===== src/rtl/alu_pkg.sv =====
// Shared definitions for the ALU and its operation sequencer.
// Holds:
//   - the data and opcode widths;
//   - the 4-bit opcode constants (0 means no-op: the ALU holds C_bus);
//   - the sequencer FSM state type;
//   - a helper that classifies opcodes the ALU implements.
package alu_pkg;

  localparam int unsigned DataWidth = 32;
  localparam int unsigned OpWidth   = 4;

  typedef logic [OpWidth-1:0] alu_op_t;

  localparam alu_op_t OpNop   = 4'd0;
  localparam alu_op_t OpAdd   = 4'd1;
  localparam alu_op_t OpSub   = 4'd2;
  localparam alu_op_t OpMul   = 4'd3;
  localparam alu_op_t OpMod   = 4'd4;
  localparam alu_op_t OpPassA = 4'd5;
  localparam alu_op_t OpPassB = 4'd6;
  localparam alu_op_t OpIncA  = 4'd7;
  localparam alu_op_t OpDecA  = 4'd8;
  localparam alu_op_t OpClr   = 4'd9;

  typedef enum logic [1:0] {
    StIdle,
    StIssue,
    StWait,
    StResp
  } seq_state_e;

  // Opcodes 1..9 are implemented by the ALU; 0 and 10..15 are not.
  function automatic logic op_is_legal(alu_op_t op);
    return (op >= OpAdd) && (op <= OpClr);
  endfunction

endpackage


===== src/rtl/alu_op_sequencer.sv =====
// Sequences one ALU operation at a time over a request/response handshake.
//
// A request (opcode + two operands) is accepted only in the idle state. Legal
// operations are issued to the ALU with a single-cycle enable, the ALU result is
// captured ALU_LATENCY rising edges after the edge that samples the enable, and
// the response is held until the consumer takes it. Illegal opcodes and MOD by
// zero skip the ALU and answer immediately with an error response.
//
// Ports:
//   clk, rst_n                       clock, asynchronous active-low reset
//   req_valid/req_ready/req_op/req_a/req_b
//                                    request channel
//   rsp_valid/rsp_ready/rsp_data/rsp_zero/rsp_err
//                                    response channel
//   alu_a_bus/alu_b_bus/alu_control/alu_enable
//                                    operands and command to the ALU
//   alu_c_bus                        ALU result bus
//   ops_done                         wrapping count of completed responses
module alu_op_sequencer
  import alu_pkg::*;
#(
  parameter int unsigned ALU_LATENCY = 2
) (
  input  logic                 clk,
  input  logic                 rst_n,

  input  logic                 req_valid,
  output logic                 req_ready,
  input  logic [OpWidth-1:0]   req_op,
  input  logic [DataWidth-1:0] req_a,
  input  logic [DataWidth-1:0] req_b,

  output logic                 rsp_valid,
  input  logic                 rsp_ready,
  output logic [DataWidth-1:0] rsp_data,
  output logic                 rsp_zero,
  output logic                 rsp_err,

  output logic [DataWidth-1:0] alu_a_bus,
  output logic [DataWidth-1:0] alu_b_bus,
  output logic [OpWidth-1:0]   alu_control,
  output logic                 alu_enable,
  input  logic [DataWidth-1:0] alu_c_bus,

  output logic [15:0]          ops_done
);

  localparam logic [3:0] LatCount = 4'(ALU_LATENCY);

  seq_state_e           state_q, state_d;
  alu_op_t              op_q, op_d;
  logic [DataWidth-1:0] a_q, a_d;
  logic [DataWidth-1:0] b_q, b_d;
  logic [3:0]           cnt_q, cnt_d;
  logic [DataWidth-1:0] rsp_data_q, rsp_data_d;
  logic                 rsp_zero_q, rsp_zero_d;
  logic                 rsp_err_q, rsp_err_d;
  logic [15:0]          ops_done_q, ops_done_d;

  logic req_is_err;

  // Division by zero is rejected here so the ALU never sees it.
  assign req_is_err = !op_is_legal(alu_op_t'(req_op)) ||
                      ((alu_op_t'(req_op) == OpMod) && (req_b == '0));

  always_comb begin
    state_d    = state_q;
    op_d       = op_q;
    a_d        = a_q;
    b_d        = b_q;
    cnt_d      = cnt_q;
    rsp_data_d = rsp_data_q;
    rsp_zero_d = rsp_zero_q;
    rsp_err_d  = rsp_err_q;
    ops_done_d = ops_done_q;

    unique case (state_q)
      StIdle: begin
        if (req_valid) begin
          op_d = alu_op_t'(req_op);
          a_d  = req_a;
          b_d  = req_b;
          if (req_is_err) begin
            state_d    = StResp;
            rsp_err_d  = 1'b1;
            rsp_data_d = '0;
            rsp_zero_d = 1'b0;
          end else begin
            state_d   = StIssue;
            rsp_err_d = 1'b0;
          end
        end
      end

      StIssue: begin
        // The edge leaving this state is the one the ALU samples the enable on.
        cnt_d   = LatCount;
        state_d = StWait;
      end

      StWait: begin
        if (cnt_q == 4'd1) begin
          rsp_data_d = alu_c_bus;
          rsp_zero_d = (alu_c_bus == '0);
          state_d    = StResp;
        end else begin
          cnt_d = cnt_q - 4'd1;
        end
      end

      StResp: begin
        if (rsp_ready) begin
          state_d    = StIdle;
          ops_done_d = ops_done_q + 16'd1;
        end
      end

      default: state_d = StIdle;
    endcase
  end

  always_ff @(posedge clk or negedge rst_n) begin
    if (!rst_n) begin
      state_q    <= StIdle;
      op_q       <= OpNop;
      a_q        <= '0;
      b_q        <= '0;
      cnt_q      <= '0;
      rsp_data_q <= '0;
      rsp_zero_q <= 1'b0;
      rsp_err_q  <= 1'b0;
      ops_done_q <= '0;
    end else begin
      state_q    <= state_d;
      op_q       <= op_d;
      a_q        <= a_d;
      b_q        <= b_d;
      cnt_q      <= cnt_d;
      rsp_data_q <= rsp_data_d;
      rsp_zero_q <= rsp_zero_d;
      rsp_err_q  <= rsp_err_d;
      ops_done_q <= ops_done_d;
    end
  end

  assign req_ready   = (state_q == StIdle);
  assign rsp_valid   = (state_q == StResp);
  assign rsp_data    = rsp_data_q;
  assign rsp_zero    = rsp_zero_q;
  assign rsp_err     = rsp_err_q;
  assign alu_enable  = (state_q == StIssue);
  // Outside ISSUE/WAIT the ALU gets a no-op so it keeps holding its result.
  assign alu_control = ((state_q == StIssue) || (state_q == StWait)) ? op_q : OpNop;
  assign alu_a_bus   = a_q;
  assign alu_b_bus   = b_q;
  assign ops_done    = ops_done_q;

endmodule


===== config.mk =====
export PLATFORM = sky130hd
export DESIGN_NAME = alu_op_sequencer
export DESIGN_NICKNAME = d
export VERILOG_FILES = /design/src/rtl/alu_pkg.sv /design/src/rtl/alu_op_sequencer.sv
export SDC_FILE = /design/constraint.sdc
export NUM_CORES = 1
export LEC_CHECK = 0
export CAP_MARGIN = 20
export CORE_ASPECT_RATIO = 0.8
export CORE_UTILIZATION = 46
export CTS_CLUSTER_SIZE = 20
export DETAILED_ROUTE_END_ITERATION = 16
export HOLD_SLACK_MARGIN = 0.05
export PLACE_DENSITY_LB_ADDON = 0.05
export SLEW_MARGIN = 20
export SYNTH_ARGS = -nofsm -noshare
export SYNTH_HDL_FRONTEND = slang
export SYNTH_SLANG_ARGS = --single-unit

===== constraint.sdc =====
create_clock -name clk -period 5.7 [get_ports clk]
set_input_delay 0.57 -clock clk [delete_from_list [all_inputs] [get_ports clk]]
set_output_delay 0.57 -clock clk [all_outputs]
set_load 0.01 [all_outputs]

-- Yosys cells after proc, flatten, opt, wreduce, memory -nomap -nowiden
Index checks and enable logic that the tools add are counted.
- bits in latches: 0
- register bits after elaboration: 124
- input port bits: 104
- memories: 0
- RAM bits: 0
- logic and storage cells: 55
- memory bits (read-only): 0
- output and inout bits: 121
- mux-type cells: 17
- bitwise logic cells: 0
- multipliers: 0
- order comparisons: 2
- eq/ne operators: 10
- reduce and logical (&&, ||, !) cells: 15
- add/subtract/negate cells: 2
- shift operators: 0
- div/mod/pow operators: 0
- operators with widths (kind ; number):
    $mux 32 ; 3
    $logic_not 32->1 ; 2
    $pmux 32 s2 ; 1
    $add 16x1->16 const B ; 1
    $mux 2 ; 4
    $mux 4 ; 2
    $pmux 2 s4 ; 1
    $pmux 4 s2 ; 1
    $ne 2x2->1 const B ; 3
    $reduce_and 2->1 ; 3
    $eq 2x2->1 const B ; 2
    $eq 4x1->1 const B ; 1
    $eq 4x3->1 const B ; 1
    $ge 4x1->1 const B ; 1
    $le 4x4->1 const B ; 1
    $mux 1 ; 4
    $ne 2x1->1 const B ; 2
    $reduce_and 4->1 ; 1
    $reduce_bool 2->1 ; 2
    $sub 4x1->4 const B ; 1
    $reduce_and 3->1 ; 1
    $eq 2x1->1 const B ; 1
    $logic_and 1x1->1 ; 2
    $logic_not 2->1 ; 1
    3 further kinds ; 4

-- Logic depth before layout (Yosys ltp)
- word-level depth: 7
- mapped depth: 10
- gate-level depth less buffers: 7

-- Worst setup path after synthesis
OpenSTA, ideal clock, no wires.
- path kind: input to register
- from: input port req_b[11]
- to: register rsp_zero_q (netlist: rsp_zero)
- path slack: 3589 ps
- setup time: 125 ps
- data required time: 5575 ps
- arrival: 1986 ps
- stages: 6
- buffers on the path: 1
- cells stage by stage: or4_4 nor2_4 a31oi_4 or2_1 buf_6 mux2_4
- word-level cells in the longest chain between the ends: 5
- ends and longest elaborated chain (element ; RTL line ; RTL):
    start, declared ; alu_op_sequencer.sv:31 ; input logic [DataWidth-1:0] req_b,
    $logic_not 32->1 ; alu_op_sequencer.sv:64 ; ((alu_op_t'(req_op) == OpMod) && (req_b == '0));
    $logic_and 1x1->1 ; alu_op_sequencer.sv:64 ;
    $logic_or 1x1->1 ; alu_op_sequencer.sv:63 ; assign req_is_err = !op_is_legal(alu_op_t'(req_op)) ||
    $ne 2x1->1 (no line) ; n/a ;
    $reduce_and 4->1 (no line) ; n/a ;
    end signal, assigned ; alu_op_sequencer.sv:140 ; rsp_zero_q <= rsp_zero_d;
    end, declared ; alu_op_sequencer.sv:56 ; logic rsp_zero_q, rsp_zero_d;
No other way between the ends.
A chain may end at the register's enable or synchronous reset.

-- Worst setup path after layout
- from: register state_q[0]
- to: register rsp_zero_q (netlist: rsp_zero)
- word-level cells in the longest chain between the ends: 3
- elaborated cells between the ends (all ways): 8
- classes of those cells: eq/ne: 4; mux: 1; reduce/logical: 3
- ends and longest elaborated chain (element ; RTL line ; RTL):
    start, declared ; alu_op_sequencer.sv:50 ; seq_state_e state_q, state_d;
    start signal, assigned ; alu_op_sequencer.sv:124 ; state_q <= StIdle;
    start signal, assigned ; alu_op_sequencer.sv:134 ; state_q <= state_d;
    $eq 2x2->1 / $logic_not 2->1 (equally long branches) ; alu_op_sequencer.sv:77 ; unique case (state_q)
    $ne 2x2->1 (no line), or another cell as far along ; n/a ;
    $reduce_and 4->1 (no line) ; n/a ;
Parallel ways exist; a longest one is shown, timed or not.

==> out/summary.txt <==
Worst Clk Skew: 0.00739 ns
WP data arrival: 3.46 ns
Final setup fails: 0
First-pass GRT wire length: 22.5 mm
Power Dens Cells: 561 nW/um^2
Number of synthesized flops with an enable pin: 0
I/O pin cnt: 225
Post-synth top area share: 0.597
Initial Util: 0.475
GR Util All Layers: 0.251
Status: finished, final reports clean
Hold WC Path Type: input pin to async pin
Die Ht: 97.0 um
Hold_buf cts: 0
Final Util: 0.743
Clock latency on the worst-skew pair: 0.40 ns
Die W: 121 um
Vias: 4218
TritonCTS clock tree: yes
Final Worst Setup Slack: 2.53 ns
WL final: 14.0 mm
Dpl hpwl: 9.81 mm
Core Region: 10900 sq um
Post-Synthesis Cell Area: 5190 sq um
Synth Area per Inst: 12.2 sq um
Fin crit share: 0.556
Synth area leader: dfrtp_1
Nets: 761
Max cap viols: 0
Avg WL per Cell: 17.3 um
Non-Filler Instances: 807
Layout cell share with drive strength beyond 1: 0.170
Post-CTS Setup Repair Bufs: 0
Final setup TNS: 0 ns
Tot Pwr: 0.00456 W
Crit-path max FO: 36
Vias in the first global route: 4455
Residual DRC count: 0
Fmax: 315 MHz
Placed Cells: 775
Die area: 11700 sq um
Critical Path RT: 5.99 ns
CTS root buf: clkbuf_16
CTS Buf Count: 17
Clock transition at the registers of the reported paths: 0.06 ns
Filler cell count: 754
GP Congestion: 0.763
R2R Path End: rsp_zero$_DFFE_PN0P_
RR Startpoint: state_q[0]$_DFFE_PN0P_
Routed vias/inst: 5.23
Max Slew Vio Count: 0
Number of synthesized register bits: 124
Post-CTS sizing: 0
Largest cells by area after synthesis: dfrtp_1, mux2_2, o21ai_0
Critical path launch point type: register
Synth cell types: 36
Leakage dissipation: 3.36 nW
Std cell rows: 34
Gr ovfl total: 0
Critical path capture point type: register
DRT Pass-1 Iters: 4
Initial antenna violation count: 0
Yosys warning count: 0
Layout area overhead: 56.5%
Pin count of the biggest net entering global routing: 79
Syn Nets: 536
WS Path Type: register to register
Top FF cell, synth: dfrtp_1
Final Hold Vio Count: 0
Max Buffers Root-to-Sink: 2
Reg2Reg Depth: 8
H-tree levels: 4
Period minus WS final: 3.17 ns
ANT cells: 0
Synthesized instance count: 425
Max VDD drop: 0.000332 V
1st-iter DRT viols: 252
Pre-CTS setup slack: 2.19 ns
Clock sinks: 124
Register area share after synthesis: 0.597
Final antenna-violating net count: 0
Worst slew margin: 0.394
Critical path launch point: state_q[0]$_DFFE_PN0P_
PortBufs: 224
RSZ-0062 raised after global routing: no
Measured slew at the worst slew-check pin: 0.907 ns
Reg-to-reg slack, setup: 2.53 ns
Ys async rst share: 1.00
cells in the mapped netlist, types with 4 or more instances:
master      n
nor4_1     14
clkbuf_1   11
buf_6       4
ha_1        7
nand3_1     8
mux2_2     69
o21ai_1    32
o21ai_0    39
dfrtp_1   124
nand4_1     5
and2_1      4
buf_1       6
xor2_1      4
inv_1       8
nand2_1    47
nor2_1      8
xnor2_1    12
sequential cells by signal, summed over array words and instances (netlist names):
register / flops
ops_done: 16
cnt_q: 4
state_q: 2
op_q: 4
rsp_err: 1
rsp_zero: 1
alu_b_bus: 32
rsp_data: 32
alu_a_bus: 32
worst max-delay path, stage by stage (launching register included):
cell and delay (ns):
dfrtp_1 0.40, inv_1 0.10, ha_1 0.15, buf_4 0.32, inv_1 0.17, o21ai_0 0.19
nand2_1 0.56, or2_2 0.79, mux2_4 0.38
metal layers:
layer  global-route usage  part of all wire  vias to the layer above
li1                     -                 -                     1948
met1                0.301              0.40                     2085
met2                0.406              0.49                      165
met3               0.0996             0.087                       20
met4               0.0978             0.019                        0
met5                    0                 0                        -
per-stage QoR:
| step | hold slack (ns) | area (sq um) |
|---|---|---|
| floorplan | 0.274 | 5190 |
| global placement | 0.455 | 7530 |
| detailed placement | 0.460 | 7530 |
| CTS | 0.359 | 8120 |
| global route | 0.258 | 8130 |
| finish | 0.175 | 8130 |
cell type report:
cell class / count / area, sq um / area share
clock buffer: 20 / 447 / 0.0550
clock inverter: 12 / 146 / 0.0180
inverter: 8 / 30.0 / 0.00370
multi-input combinational: 272 / 1950 / 0.240
sequential: 124 / 3100 / 0.382
tap: 144 / 180 / 0.0222
timing repair buffer: 227 / 2270 / 0.279
placed cells by master (no fill, tap or decap), types with 7 or more instances in the layout:
cell	instances
nand3_1	8
o21ai_1	32
ha_1	7
mux2_2	69
xnor2_1	12
nor4_1	14
o21ai_0	39
nor2_1	8
clkbuf_16	17
dfrtp_1	124
inv_1	8
clkdlybuf4s50_1	223
nand2_1	46
logic make-up (layout without fill, tap and decap cells):
family / count (synthesis) / in the layout / share of synthesized area
multiplexers: 70 / 70 / 0.152
XOR/XNOR: 16 / 16 / 0.0270
AO/OA/AOI/OAI: 79 / 79 / 0.0838
AND/OR/NAND/NOR: 100 / 100 / 0.0956
buffers and inverters: 29 / 267 / 0.0267
flip-flops: 124 / 124 / 0.597
adder cells (fa/ha/maj): 7 / 7 / 0.0169
worst max path at each step:
stage                                       to  cells after the start  slack, ns
after global placement    rsp_zero$_DFFE_PN0P_                      6       2.24
after CTS                 rsp_zero$_DFFE_PN0P_                      7       2.36
final                     rsp_zero$_DFFE_PN0P_                      8       2.53
after detailed placement  rsp_zero$_DFFE_PN0P_                      6       2.19
after global routing      rsp_zero$_DFFE_PN0P_                      8       2.26
after floorplan           rsp_zero$_DFFE_PN0P_                      6       3.59
where the power goes:
part	internal, W	leakage (nW)	total (W)	switching, W
logic	0.00111	1.52	0.00198	0.000869
clock network	0.000695	0.286	0.00107	0.000380
registers	0.00128	1.55	0.00151	0.000226
Power figures use the tool's default switching activity.
